<file path="src/rtl/xip_flash_pkg.sv">
// rtl/xip_flash_pkg.sv - shared constants and types for the XIP flash responder
package xip_flash_pkg;

  localparam logic [7:0] OP_READ = 8'h03;
  localparam logic [7:0] OP_RDID = 8'h9F;

  localparam int SPI_ADDR_BITS = 24;

  typedef enum logic [2:0] {
    ST_IDLE,
    ST_CMD,
    ST_ADDR,
    ST_DATA,
    ST_ID,
    ST_IGNORE
  } state_t;

endpackage

</file>
<file path="src/rtl/spi_in_sync.sv">
// rtl/spi_in_sync.sv - 2-flop synchronizer with registered rise/fall pulses
// Ports:
//   clk, rst : system clock, synchronous active-high reset
//   din      : asynchronous input pin
//   q        : synchronized level (2 clk after pin)
//   rise     : one-cycle pulse, 3 clk after a pin rising edge
//   fall     : one-cycle pulse, 3 clk after a pin falling edge
module spi_in_sync (
  input  logic clk,
  input  logic rst,
  input  logic din,
  output logic q,
  output logic rise,
  output logic fall
);

  logic meta;
  logic q_d;

  // All flops reset low. For chip select this means a csn pin that is
  // already low when reset releases produces no fall pulse, so an
  // interrupted transaction is never resumed.
  always_ff @(posedge clk) begin
    if (rst) begin
      meta <= 1'b0;
      q    <= 1'b0;
      q_d  <= 1'b0;
      rise <= 1'b0;
      fall <= 1'b0;
    end else begin
      meta <= din;
      q    <= meta;
      q_d  <= q;
      rise <= q & ~q_d;
      fall <= ~q & q_d;
    end
  end

endmodule

</file>
<file path="src/rtl/xip_flash_responder.sv">
// rtl/xip_flash_responder.sv - SPI NOR-flash responder serving READ (0x03) and READ-ID (0x9F)
// Ports:
//   clk, rst         : system clock, synchronous active-high reset
//   xip_csn/clk/sdo  : SPI pins from the master (async, mode 0)
//   xip_sdi          : SPI data to the master
//   mem_req/mem_addr : one-cycle read strobe and address to byte memory
//   mem_rdata        : read data, valid one clk after mem_req
//   busy             : a transaction is selected (FSM not idle)
module xip_flash_responder
  import xip_flash_pkg::*;
#(
  parameter int          ADDR_W   = 16,
  parameter logic [23:0] JEDEC_ID = 24'hEF4018
) (
  input  logic              clk,
  input  logic              rst,
  input  logic              xip_csn,
  input  logic              xip_clk,
  input  logic              xip_sdo,
  output logic              xip_sdi,
  output logic              mem_req,
  output logic [ADDR_W-1:0] mem_addr,
  input  logic [7:0]        mem_rdata,
  output logic              busy
);

  // Shift register only needs the low ADDR_W address bits (the last ones
  // shifted in); earlier address bits fall off the top. Needs >= 7 for
  // opcode decode.
  localparam int SH_W = (ADDR_W - 1 > 7) ? ADDR_W - 1 : 7;

  localparam logic [4:0]        CMD_LAST  = 5'd7;
  localparam logic [4:0]        ADDR_LAST = 5'(SPI_ADDR_BITS - 1);
  localparam logic [ADDR_W-1:0] ADDR_ONE  = ADDR_W'(1);

  logic sclk_q, sclk_rise, sclk_fall;
  logic csn_q, csn_rise, csn_fall;
  logic sdo_q, sdo_rise, sdo_fall;
  logic unused_sync;

  spi_in_sync u_sclk_sync (
    .clk  (clk),
    .rst  (rst),
    .din  (xip_clk),
    .q    (sclk_q),
    .rise (sclk_rise),
    .fall (sclk_fall)
  );

  spi_in_sync u_csn_sync (
    .clk  (clk),
    .rst  (rst),
    .din  (xip_csn),
    .q    (csn_q),
    .rise (csn_rise),
    .fall (csn_fall)
  );

  spi_in_sync u_sdo_sync (
    .clk  (clk),
    .rst  (rst),
    .din  (xip_sdo),
    .q    (sdo_q),
    .rise (sdo_rise),
    .fall (sdo_fall)
  );

  assign unused_sync = ^{sclk_q, csn_rise, sdo_rise, sdo_fall};

  state_t            state, nxt_state;
  logic [4:0]        bit_cnt, nxt_bit_cnt;
  logic [SH_W-1:0]   shift_in, nxt_shift_in;
  logic [ADDR_W-1:0] addr, nxt_addr;
  logic [7:0]        out_shift, nxt_out_shift;
  logic [1:0]        id_idx, nxt_id_idx;
  logic              nxt_sdi;
  logic              nxt_mem_req;
  logic [ADDR_W-1:0] nxt_mem_addr;
  logic [7:0]        prefetch;
  logic              mem_req_d;

  logic [7:0]        opcode;
  logic [ADDR_W-1:0] rx_addr;
  logic [ADDR_W-1:0] addr_inc;
  logic [7:0]        id_byte;

  assign opcode   = {shift_in[6:0], sdo_q};
  assign rx_addr  = {shift_in[ADDR_W-2:0], sdo_q};
  assign addr_inc = addr + ADDR_ONE;
  assign busy     = (state != ST_IDLE);

  always_comb begin
    id_byte = 8'h00;
    case (id_idx)
      2'd0:    id_byte = JEDEC_ID[23:16];
      2'd1:    id_byte = JEDEC_ID[15:8];
      2'd2:    id_byte = JEDEC_ID[7:0];
      default: id_byte = 8'h00;
    endcase
  end

  // Sync csn level lands one cycle before any sclk edge pulse taken at the
  // same pin instant, so csn always wins a simultaneous edge.
  always_comb begin
    nxt_state     = state;
    nxt_bit_cnt   = bit_cnt;
    nxt_shift_in  = shift_in;
    nxt_addr      = addr;
    nxt_out_shift = out_shift;
    nxt_id_idx    = id_idx;
    nxt_sdi       = xip_sdi;
    nxt_mem_req   = 1'b0;
    nxt_mem_addr  = mem_addr;

    if (csn_q) begin
      nxt_state   = ST_IDLE;
      nxt_bit_cnt = '0;
      nxt_sdi     = 1'b0;
    end else begin
      case (state)
        ST_IDLE: begin
          if (csn_fall) begin
            nxt_state    = ST_CMD;
            nxt_bit_cnt  = '0;
            nxt_shift_in = '0;
          end
        end
        ST_CMD: begin
          if (sclk_rise) begin
            nxt_shift_in = {shift_in[SH_W-2:0], sdo_q};
            nxt_bit_cnt  = bit_cnt + 5'd1;
            if (bit_cnt == CMD_LAST) begin
              nxt_bit_cnt = '0;
              case (opcode)
                OP_READ: nxt_state = ST_ADDR;
                OP_RDID: begin
                  nxt_state  = ST_ID;
                  nxt_id_idx = '0;
                end
                default: nxt_state = ST_IGNORE;
              endcase
            end
          end
        end
        ST_ADDR: begin
          if (sclk_rise) begin
            nxt_shift_in = {shift_in[SH_W-2:0], sdo_q};
            nxt_bit_cnt  = bit_cnt + 5'd1;
            if (bit_cnt == ADDR_LAST) begin
              nxt_bit_cnt  = '0;
              nxt_addr     = rx_addr;
              nxt_mem_req  = 1'b1;
              nxt_mem_addr = rx_addr;
              nxt_state    = ST_DATA;
            end
          end
        end
        ST_DATA: begin
          // Byte boundary: hand the prefetched byte to the shifter and
          // immediately fetch the following one.
          if (sclk_fall) begin
            nxt_bit_cnt = bit_cnt + 5'd1;
            if (bit_cnt[2:0] == 3'd0) begin
              nxt_out_shift = prefetch;
              nxt_sdi       = prefetch[7];
              nxt_addr      = addr_inc;
              nxt_mem_req   = 1'b1;
              nxt_mem_addr  = addr_inc;
            end else begin
              nxt_out_shift = {out_shift[6:0], 1'b0};
              nxt_sdi       = out_shift[6];
            end
          end
        end
        ST_ID: begin
          if (sclk_fall) begin
            nxt_bit_cnt = bit_cnt + 5'd1;
            if (bit_cnt[2:0] == 3'd0) begin
              nxt_out_shift = id_byte;
              nxt_sdi       = id_byte[7];
              nxt_id_idx    = (id_idx == 2'd3) ? id_idx : id_idx + 2'd1;
            end else begin
              nxt_out_shift = {out_shift[6:0], 1'b0};
              nxt_sdi       = out_shift[6];
            end
          end
        end
        ST_IGNORE: begin
        end
        default: nxt_state = ST_IDLE;
      endcase
    end
  end

  always_ff @(posedge clk) begin
    if (rst) begin
      state     <= ST_IDLE;
      bit_cnt   <= '0;
      shift_in  <= '0;
      addr      <= '0;
      out_shift <= '0;
      id_idx    <= '0;
      xip_sdi   <= 1'b0;
      mem_req   <= 1'b0;
      mem_addr  <= '0;
    end else begin
      state     <= nxt_state;
      bit_cnt   <= nxt_bit_cnt;
      shift_in  <= nxt_shift_in;
      addr      <= nxt_addr;
      out_shift <= nxt_out_shift;
      id_idx    <= nxt_id_idx;
      xip_sdi   <= nxt_sdi;
      mem_req   <= nxt_mem_req;
      mem_addr  <= nxt_mem_addr;
    end
  end

  always_ff @(posedge clk) begin
    if (rst) begin
      mem_req_d <= 1'b0;
      prefetch  <= '0;
    end else begin
      mem_req_d <= mem_req;
      if (mem_req_d) begin
        prefetch <= mem_rdata;
      end
    end
  end

endmodule

</file>
<file path="config.mk">
export PLATFORM = sky130hd
export DESIGN_NAME = xip_flash_responder
export DESIGN_NICKNAME = d
export VERILOG_FILES = /design/src/rtl/xip_flash_pkg.sv /design/src/rtl/spi_in_sync.sv /design/src/rtl/xip_flash_responder.sv
export SDC_FILE = /design/constraint.sdc
export NUM_CORES = 1
export LEC_CHECK = 0
export CORE_UTILIZATION = 45
export CTS_BUF_LIST = sky130_fd_sc_hd__clkbuf_2
export CTS_CLUSTER_SIZE = 8
export DETAILED_ROUTE_END_ITERATION = 6
export GPL_ROUTABILITY_DRIVEN = 0
export HOLD_SLACK_MARGIN = 0.03
export PLACE_DENSITY = 0.74
export SETUP_SLACK_MARGIN = 0.02
export SLEW_MARGIN = 20
export SYNTH_ARGS = -nofsm -noshare
export SYNTH_HDL_FRONTEND = slang
export SYNTH_SLANG_ARGS = --single-unit
</file>
<file path="constraint.sdc">
create_clock -name clk -period 3.1 [get_ports clk]
set_clock_uncertainty 0.05 [all_clocks]
set_input_delay 0.465 -clock clk [delete_from_list [all_inputs] [get_ports clk]]
set_output_delay 0.465 -clock clk [all_outputs]
set_load 0.1 [all_outputs]
</file>
# --- After elaboration in Yosys (flattened, before gate mapping) ---
# Index checks and enable logic that the tools add are counted.
classes:
  reduce_logical: 20
  n_eq_ne: 25
  n_mux: 45
  n_addsub: 3
  bitwise_logic: 7
ops:
  columns: ["operator", "n"]
  rows:
  - ["$mux 16", 4]
  - ["$pmux 16 s2", 1]
  - ["$mux 15", 2]
  - ["$mux 5", 6]
  - ["$pmux 15 s2", 1]
  - ["$mux 7", 4]
  - ["$pmux 8 s3", 1]
  - ["$pmux 5 s4", 1]
  - ["$add 16x1->16 const B", 1]
  - ["$mux 3", 5]
  - ["$ne 2x1->1 const B", 7]
  - ["$pmux 7 s2", 1]
  - ["$mux 2", 6]
  - ["$ne 2x2->1 const B", 6]
  - ["$pmux 3 s4", 1]
  - ["$reduce_and 6->1", 2]
  - ["$eq 8x2->1 const B", 1]
  - ["$eq 8x8->1 const B", 1]
  - ["$mux 1", 8]
  - ["$reduce_and 4->1", 2]
  - ["$reduce_and 8->1", 1]
  - ["$reduce_bool 2->1", 4]
  - ["$eq 3x2->1 const B", 2]
  - ["$eq 3x3->1 const B", 2]
  - ["other kinds (20)", 30]
word_totals:
  output_inout_bits: 19
  ff_bits: 70

# --- Longest topological paths before layout ---
depth:
  depth_word: 5
  mapped_depth: 7

# --- Modules after synthesis ---
# Synthesis repeated with hierarchy kept, for this count alone.
hier_totals:
  cells_unflattened: 417
  area_unflattened_um2: 3570.9
modules_own_cells:
  columns: ["mod", "instances", "area_each_um2", "cells_per_inst", "seq_area_each_um2"]
  rows:
  - ["xip_flash_responder", 1, 3169.3, 387, 1181.1]
  - ["spi_in_sync", 3, 133.9, 10, 100.1]

# --- Least setup slack after synthesis ---
# No wires, ideal clock.
synth_timing:
  kind: "reg-to-reg"
  startpoint: "register addr[0]"
  endpoint: "register addr[12]"
  setup_slack_ps: 782
  stages_incl_launch_ff: 6
  path_buffers: 0
  required_time_ps: 2958
  arrival_time_ps: 2176
  period_less_slack_ps: 2318
  setup_time_ps: 92
  path_cell_list: "dfxtp_1 -> ha_1 -> and4_1 -> nand4_1 -> o31a_1 -> o32ai_1"
synth_between:
  elab_chain_len: 4
synth_lines:
  columns: ["item", "line", "rtl"]
  rows:
  - ["start: declaration", "xip_flash_responder.sv:73", "logic [ADDR_W-1:0] addr, nxt_addr;"]
  - ["start signal: assignment", "xip_flash_responder.sv:210", "addr <= nxt_addr;"]
  - ["$add 16x1->16", "xip_flash_responder.sv:89", "assign addr_inc = addr + ADDR_ONE;"]
  - ["$mux 16", "xip_flash_responder.sv:163", "if (bit_cnt[2:0] == 3'd0) begin"]
  - ["$mux 16", "xip_flash_responder.sv:161", "if (sclk_fall) begin"]
  - ["$pmux 16 s2", "xip_flash_responder.sv:120", "case (state)"]
# No other way between the ends. The select of a mux whose other input is x is not followed.
# A chain may end at the register's enable or synchronous reset.

# --- Worst setup path after layout ---
layout_timing:
  startpoint: "register state[0]"
  endpoint: "output port busy"
layout_between:
  elab_chain_len: 1
layout_lines:
  columns: ["item", "line", "rtl"]
  rows:
  - ["start: declaration", "xip_flash_responder.sv:70", "state_t state, nxt_state;"]
  - ["start signal: assignment", "xip_flash_responder.sv:207", "state <= nxt_state;"]
  - ["$reduce_bool 3->1", "xip_flash_responder.sv:90", "assign busy = (state != ST_IDLE);"]
  - ["end: declaration", "xip_flash_responder.sv:24", "output logic busy"]
# No other way between the ends.

==> metrics.md <==
| Metric | Value |
|---|---|
| Source of the critical timing path | `state[0]` |
| Worst r2r src | `state[0]` |
| Power density over the cells | `376 mW/mm^2` |
| Pin count of the biggest net entering global routing | `36` |
| Number of slew-limit violations in the final report | `0` |
| Share of total power consumed by net switching | `22.7%` |
| Wire length of the first global-routing pass | `15000 um` |
| Number of fillers in the final layout | `731` |
| Quantity of I/O buffers inserted on ports | `31` |
| Number of nets still failing antenna checks after routing | `0` |
| DR vias | `3291` |
| Clock transition at the registers of the reported paths | `0.18 ns` |
| Critical path fanouts, max | `21` |
| Post-Syn Area per Cell | `8.68 sq um` |
| Io pins | `32` |
| Global router's overall resource usage | `21.6%` |
| Floorplan die area | `0.00866 sq mm` |
| Violation count after the first detailed-routing iteration | `271` |
| Final core utilization | `52.2%` |
| RSZ-0062 raised after global routing | `false` |
| Final setup violation count | `0` |
| Worst hold path startpoint | `rst` |
| Library cell with the largest summed area after synthesis | `dfxtp_1` |
| Most frequent cells after synthesis | `dfxtp_1 (70), nand2_1 (61), mux2i_1 (26), nor2_1 (23), a21oi_1 (20)` |
| Endpoint type of the worst setup path | `primary output` |
| Worst setup path category | `flip-flop to primary output` |
| Clock latency reported for the late side of the worst-skew pair | `0.51 ns` |
| Number of enable-type register cells in the synthesized netlist | `0` |
| Worst min path class | `input port to flip-flop` |
| Register bit count reported by yosys | `70` |
| Status | `complete, no violations` |
| Vias in the first global route | `3156` |
| Total negative slack | `0 ns` |
| Detail Placement HPWL | `6040 um` |
| Signal arrival time at the worst endpoint | `1.91 ns` |
| Share of the synthesized area in the top cell type | `37.6%` |
| Largest vdd supply drop | `0.000176 V` |
| Most frequently used flop master after synthesis | `dfxtp_1` |
| Clock Sink Count | `70` |
| Combinational share of power | `3.5%` |
| Syn. warnings | `0` |
| Remaining Overflow, GRT | `0` |
| Cell row count | `32` |
| Growth of design area from synthesis to finish | `10.4%` |
| Area of the mapped netlist | `0.00373 sq mm` |
| Antenna cells | `0` |
| Top-count cell post-synth | `dfxtp_1` |
| Length of the first detailed-routing pass in iterations | `5` |
| H-tree levels | `3` |
| Max-Cap Viols | `0` |
| Leakage Power | `1.51 nW` |
| Register area | `0.00140 sq mm` |
| Ratio of routed vias to standard cells | `5.96` |
| Register area share after synthesis | `37.6%` |
| DRC viols | `0` |
| Final Hold Viols | `0` |
| Net Switching | `0.000352 W` |
| Master cell of the clock root buffer | `clkbuf_2` |
| Max frequency | `412 MHz` |
| Number of antenna violations at the first check in global routing | `0` |
| Minimum clock period | `2.42 ns` |
| Ys async rst share | `0%` |
| Deepest clock path buffer count | `2` |
| Number of standard cells after synthesis | `430` |
| Synth top area cells | `dfxtp_1 (38%), mux2i_1 (7.0%), nand2_1 (6.1%)` |
| Cell internal power dissipation | `0.00120 W` |
| Post-CTS setup buffers | `0` |
| Area of combinational cells with multiple inputs | `0.00212 sq mm` |
| Chip height | `93.1 um` |
| Post-synth net total | `451` |
| Post-cts repair resize count | `0` |
| Wire length per cell | `15.7 um` |
| Worst-Margin Slew | `0.849 ns` |
| Max-Slew Margin vs Limit | `43.1%` |
| Clock tree from TritonCTS | `done` |
| Number of different library cells in the post-synthesis netlist | `69` |
| Clock share of power | `37.6%` |
| Post-cts hold buffer count | `0` |
| Num CTS Buffers | `9` |
| Startpoint types | `flip-flop` |
| Fraction of final layout cells with drive strength greater than 1 | `11.6%` |
| Data required, critical path | `2.58 ns` |
| DRT Wirelength | `8690 um` |
| Net count of the finished layout | `466` |
| Initial core utilization | `47.3%` |
| Core Area | `0.00789 sq mm` |
| Ratio of final minimum period to clock period | `78.2%` |
| Part of the power in registers | `58.8%` |
| Width of the chip | `93.1 um` |
## placed cells by master (no fill, tap or decap), drive strengths merged, types with 6 or more instances in the layout
master and count:
a21oi 20, or3 6, dfxtp 70, o21ai 11, ha 8, inv 11
nor3 8, buf 25, mux2i 26, nand2 61, nand3 12, nor2b 12
nand3b 6, nor2 24, clkbuf 11, nand4 9, o32ai 8, and4 6
a211oi 12, clkdlybuf4s50 11, a31oi 8
## cell families (layout without fill, tap and decap cells)
group	after synthesis	after routing	synth area share [%]
flops	70	70	37.6
fa+ha+maj	8	8	2.68
simple gates	176	176	26.1
mux	27	27	7.28
buf+inv	44	64	5.63
xor+xnor	3	3	0.704
compound gates	102	102	20.0
## metrics by stage
stage	hold WS (ns)	instance area (sq um)	worst slack, ns	total power [W]	cells
6_report	0.231	4120	0.675	0.00155	552
5_1_grt	0.209	4120	0.467	0.00161	552
4_1_cts	0.194	4120	0.657	0.00157	552
3_5_place_dp	0.369	3990	0.745	0.000985	536
3_3_place_gp	0.340	3990	0.840	0.000984	536
2_1_floorplan	0.333	3730	0.782	0.000962	430
## critical path: stages (launching register included)
cell and delay (ns):
dfxtp_1 0.86, or3_1 0.24, buf_4 0.30
## final cells by class
class	instances	share of cell area, %
well taps	102	3.10
clock inverters	5	1.79
multi-input cells	316	51.5
flip-flops and latches	70	34.0
clock buffers	11	1.34
repair buffers	36	7.17
inverters	12	1.09
## state kept, by name (all words and copies together), names as in the netlist
name and flops:
u_sdo_sync.meta 1, prefetch 8, u_csn_sync.meta 1, addr 16
u_csn_sync.fall 1, mem_req 1, mem_req_d 1, u_sclk_sync.rise 1
id_idx 2, u_sclk_sync.fall 1, xip_sdi 1, u_sclk_sync.q_d 1
state 3, bit_cnt 5, u_sclk_sync.q 1, u_csn_sync.q_d 1
out_shift 7, u_csn_sync.q 1, u_sdo_sync.q 1, shift_in 15
u_sclk_sync.meta 1
## metal layers
metal	global-route usage (%)	up-vias	wire length (um)
met2	33.0	107	4060
li1	-	1614	-
met1	28.8	1547	3980
met3	5.85	23	447
met4	8.85	0	203
met5	0	-	0
## power groups by stage
stage	Combinational (W)	Clock [W]	Sequential [W]
after floorplan	0.0000349	0	0.000927
after global placement	0.0000541	0	0.000930
after detailed placement	0.0000551	0	0.000930
after CTS	0.0000551	0.000602	0.000912
after global routing	0.0000602	0.000639	0.000914
final	0.0000550	0.000583	0.000912
## final timing paths
path / endpoint / cells past startpoint / slack, ns
hold / removal: u_csn_sync.q / 2 / 0.23
setup / recovery: busy / 2 / 0.68
setup reg to reg: addr[9] / 4 / 0.68
hold reg to reg: u_sclk_sync.fall / 1 / 0.39
Note: power is estimated with default switching activity, not from simulation.
